## src/rtl/io_device_fifo.sv

```systemverilog
// Circular FIFO device buffer with a threshold-driven DMA burst FSM and chip-selected CPU access.
// Optional status word / overflow clear behind IODEV_STATUS_EN.
module io_device_fifo #(
  parameter int DATA_W  = 32,
  parameter int DEPTH   = 32,
  parameter int INDEX_W = 9,
  parameter int THRESH  = 1
) (
  input  logic                       clk,
  input  logic                       rst,
  input  logic [INDEX_W-1:0]         index,
  input  logic                       io_write,
  input  logic [DATA_W-1:0]          wdata,
  output logic [DATA_W-1:0]          rdata,
  output logic                       rdata_valid,
  input  logic                       ack,
  output logic                       gpio,
  input  logic                       ext_valid,
  input  logic [DATA_W-1:0]          ext_data,
  output logic                       ext_ready,
  output logic [$clog2(DEPTH):0]     count,
  output logic                       overflow
);

  localparam int AW = $clog2(DEPTH);
  localparam logic [AW:0] FULL = (AW+1)'(DEPTH);
  localparam logic [AW:0] THR  = (AW+1)'(THRESH);
  localparam logic [AW:0] ONE  = (AW+1)'(1);

  typedef enum logic [1:0] {IDLE = 2'd0, REQ = 2'd1, XFER = 2'd2, DONE = 2'd3} state_t;

  state_t            state, state_nxt;
  logic [DATA_W-1:0] mem [DEPTH];
  logic [AW-1:0]     wr_ptr, rd_ptr, slot;
  logic [AW:0]       burst_len, burst_nxt;
  logic              cs, ack_rd, cs_rd, cs_wr, push, pop, stat_sel;
  logic [DATA_W-1:0] status_word;
  logic              unused_idx;

  assign cs     = index[INDEX_W-1];
  assign ack_rd = ack && !io_write;
  assign cs_rd  = cs && !io_write;
  assign cs_wr  = cs && io_write;
  assign slot   = rd_ptr + index[AW-1:0];

`ifdef IODEV_STATUS_EN
  assign stat_sel = index[INDEX_W-2];
`else
  assign stat_sel = 1'b0;
`endif
  assign unused_idx = ^index[INDEX_W-2:AW];

  assign status_word = DATA_W'({overflow, state, count});
  assign ext_ready   = (count != FULL);
  assign push        = ext_valid && ext_ready;
  assign pop         = (state == XFER) && ack_rd && !cs && (count != '0);

  always_comb begin
    state_nxt = state;
    burst_nxt = burst_len;
    case (state)
      IDLE: if (count >= THR) state_nxt = REQ;
      REQ: begin
        if (ack_rd && !cs) begin
          burst_nxt = count;
          state_nxt = XFER;
        end
      end
      XFER: begin
        if (!ack_rd) begin
          state_nxt = REQ;
        end else if (!cs) begin
          if (count == '0) begin
            state_nxt = DONE;
          end else begin
            burst_nxt = burst_len - ONE;
            // Leave after the last word of the burst or when this pop drains the buffer.
            if (burst_len == ONE || (count == ONE && !push)) state_nxt = DONE;
          end
        end
      end
      DONE:    state_nxt = (count >= THR) ? REQ : IDLE;
      default: state_nxt = IDLE;
    endcase
  end

  always_ff @(posedge clk or posedge rst) begin
    if (rst) begin
      state       <= IDLE;
      burst_len   <= '0;
      gpio        <= 1'b0;
      wr_ptr      <= '0;
      rd_ptr      <= '0;
      count       <= '0;
      overflow    <= 1'b0;
      rdata       <= '0;
      rdata_valid <= 1'b0;
    end else begin
      state     <= state_nxt;
      burst_len <= burst_nxt;
      gpio      <= (state_nxt == REQ) || (state_nxt == XFER);
      if (push) wr_ptr <= wr_ptr + 1'b1;
      if (pop)  rd_ptr <= rd_ptr + 1'b1;
      case ({push, pop})
        2'b10:   count <= count + ONE;
        2'b01:   count <= count - ONE;
        default: count <= count;
      endcase
      if (ext_valid && !ext_ready) overflow <= 1'b1;
      else if (cs_wr && stat_sel)  overflow <= 1'b0;
      rdata_valid <= cs_rd || pop;
      if (cs_rd)    rdata <= stat_sel ? status_word : mem[slot];
      else if (pop) rdata <= mem[rd_ptr];
    end
  end

  // CS write is placed last so it wins over a same-slot push.
  always_ff @(posedge clk) begin
    if (push) mem[wr_ptr] <= ext_data;
    if (cs_wr && !stat_sel) mem[slot] <= wdata;
  end

endmodule

```

## config.mk

```make
export PLATFORM = sky130hd
export DESIGN_NAME = io_device_fifo
export DESIGN_NICKNAME = d
export VERILOG_FILES = /design/src/rtl/io_device_fifo.sv
export SDC_FILE = /design/constraint.sdc
export NUM_CORES = 2
export LEC_CHECK = 0
export CAP_MARGIN = 30
export CORE_UTILIZATION = 50
export CTS_CLUSTER_SIZE = 10
export DETAILED_ROUTE_END_ITERATION = 10
export HOLD_SLACK_MARGIN = 0.1
export PLACE_DENSITY = 0.72
export SETUP_SLACK_MARGIN = 0.02
export SLEW_MARGIN = 30
export SYNTH_ARGS = -nofsm -noshare
export SYNTH_HDL_FRONTEND = slang
export SYNTH_SLANG_ARGS = --single-unit
```

## constraint.sdc

```tcl
create_clock -name clk -period 10.2 [get_ports clk]
set_input_delay 2.04 -clock clk [delete_from_list [all_inputs] [get_ports clk]]
set_output_delay 2.04 -clock clk [all_outputs]
set_load 0.005 [all_outputs]
```

==> impl_metrics.toml <==
[yosys]
ys_seq_area_share_pct = 51.23
synth.top_cell.area_share_pct = 48.89
async_flop_share_pct = 5.448
synth_edf_count = 1024
ys.flop_type = "edfxtp_1"
synth_nets = 3890
synth_commonest_cells = "edfxtp_1 (1024), mux2_2 (1002), mux4_2 (576)"
yosys.area_share.simple_pct = 2.327
synth_top_cell_by_area = "edfxtp_1"
synth_compound_area_share_pct = 2.313
yosys-mux-area-fraction_pct = 40.03
syn-cell-area_um2 = 62900
netlist_instances = 3795
synth_warnings = 0
synth_area_leaders = "edfxtp_1 (49%), mux4_2 (21%), mux2_2 (18%)"
synth_cell_types = 54
synth.avg_cell_area_um2 = 16.57
synth-xor-area-share_pct = 0.3481
synth_top_family_by_area = "multiplexers"
synth_fa_ha_area_share_pct = 0.3501
synth_seq_cells = 1083
post-synth-top-count-cell = "edfxtp_1"

[power]
ir_drop_v = 0.0001128
power_leakage_nw = 21.99
p_per_area_nw_per_um2 = 179.1

[clock_tree]
clk_path_buf_depth = 3
cts.sink_count = 1083
postCtsResizedCells = 0
cts_tree = "built"
cts-buffers-inserted = 130
clkTransAtPathRegs_ns = 0.05
insertion_delay_ns = 0.76
htree_num_levels = 4
cts_setup_buffers = 0
clockRootBuffer = "clkbuf_16"
hold_buffers = 0

[floorplan]
die-area_um2 = 127200
start_util_pct = 50.61
ioPinCount = 120
rows = 129
fp.dieH_um = 356.7
die_width_um = 356.7
coreArea_um2 = 124300

[setup_path]
startpoint_type = "input pin"
cp.required_ns = 10.58
critPathArrivalTime_ns = 7.28
worst_r2r_endpoint = "mem[6][10]"
criticalPathCategory = "in -> reg"
crit_path_max_fanout = 33
startpoint = "index[0]"
crit_path_end = "mem[6][10]"
worst_setup_path_end_kind = "register"
rr_worst_depth = 10
reg2reg_from = "rd_ptr[1]"
rrSetupSlack_ns = 4.18

[timing]
rsz0062_at_grt = "no"
min_period_ns = 6.897
tns_ns = 0
tightest_slew_ns = 1.106
final-max-slew-violation-count = 0
fmax_ghz = 0.1450
fin_skew_ns = 0.02142
hold_violations = 0
fin_hold_ws_ns = 0.4881
fin_crit_sh_pct = 67.62
max_slew_margin_pct = 26.28
setup_viol = 0

[detailed_routing]
wl_mm = 217.8
drc = 0
firstDrtPassIters = 8
route.vias.total = 40265
ant_nets = 0
vias_per_cell = 7.504
drt_iter0_drc = 6388
wl_per_cell_um = 40.58

[hold_path]
min_path_cells = 1
min_from = "overflow"
hold_path_class = "reg -> reg"

[place]
place.gp.congestion = 0.8486
port_buffers = 116
dp_hpwl_mm = 107.5

[global_route]
grt_max_degree = 106
antenna_found_initial = 11
gr-total-overflow = 0
grt_pass1_wl_mm = 302.3
grt_pass1_vias = 39726
track_usage_pct = 34.18

[final_layout]
fin_util_pct = 55.37
nets = 3719
syn_to_final_growth_pct = 9.397
drive_above_1_share_pct = 52.59

[run_status]
outcome = "finished, final reports clean"

[flow_run]
maxCapViolCount = 0
[cells by family (layout without fill, tap and decap cells)]
logic type | after synthesis | count (layout)
and+or+nand+nor | 284 | 284
buffers and inverters | 506 | 432
adders and majority gates | 17 | 17
xor gates and xnor gates | 22 | 22
DFF | 1083 | 1083
muxes | 1667 | 1667
other | 0 | 8
AOI/OAI and AO/OA | 216 | 216
[sequential cells by signal (all words and copies together), names as in the netlist]
register and flops:
mem 1024, rdata 32, burst_len 6, count 6, rd_ptr 5, wr_ptr 5
state 2, gpio 1, overflow 1, rdata_valid 1
[layout make-up]
class / instances / area [um^2]
clock inverter: 18 / 168.9
sequential: 1083 / 32240
fill: 9666 / 55470
timing repair buffer: 188 / 1572
clock buffer: 211 / 3670
multi-input combinational: 2206 / 29030
tap: 1637 / 2048
antenna: 8 / 20.02
inverter: 15 / 58.81
[metrics by stage]
step	area [um^2]	power, mW	cells	setup slack (ns)
after floorplan	62900	7.110	3795	4.720
after global placement	65050	7.974	5122	2.617
after detailed placement	65110	8.018	5127	2.804
after CTS	68950	12.29	5356	3.578
after global routing	68790	12.60	5359	3.423
final	68810	12.33	5366	3.303
[placed cells by master (no fill, tap or decap), types with 7 or more instances in the layout]
master              n
a21o_4             12
a21oi_1            16
a221oi_1           32
a22oi_1            32
a31oi_1            33
buf_2              63
buf_4              58
clkbuf_1           72
clkbuf_16         132
clkbuf_8            7
clkdlybuf4s50_1    53
dfrtp_1            55
diode_2             8
edfxtp_1         1024
ha_1               15
inv_1              13
inv_6               7
mux2_1             23
mux2_2           1002
mux2i_1            65
mux4_2            576
nand2_1            66
nand2_4            30
nand3_1           109
nor2_1             19
nor2_4             15
o21ai_0            40
o22ai_1            36
xnor2_1            13
[critical path: stages]
cell	delay, ns
clkdlybuf4s50_1	0.51
ha_4	0.15
inv_1	0.05
fa_4	0.47
nand2b_1	0.12
and2_2	0.63
nand2_2	0.59
buf_4	0.47
nor2_4	0.15
buf_4	0.77
a21o_2	0.66
buf_4	0.58
[power by group]
| group | internal [mW] | switching, mW |
|---|---|---|
| clock network | 2.46 | 1.88 |
| logic | 1.11 | 1.42 |
| registers | 5.24 | 0.210 |
[worst min path at each step]
stage,end,slack (ns)
after floorplan,overflow,0.46
after global placement,rdata[30],0.48
after detailed placement,overflow,0.49
after CTS,rdata[30],0.50
after global routing,overflow,0.52
final,overflow,0.49
[layer usage]
| metal | wire (um) | share of wire, % | global-route usage (%) |
|---|---|---|---|
| met5 | 26 | 0.012 | 0 |
| met4 | 12860 | 5.9 | 17.10 |
| met3 | 28800 | 13 | 9.847 |
| met2 | 99490 | 46 | 52.50 |
| met1 | 76590 | 35 | 44.52 |
Note: power is estimated with default switching activity, not from simulation.
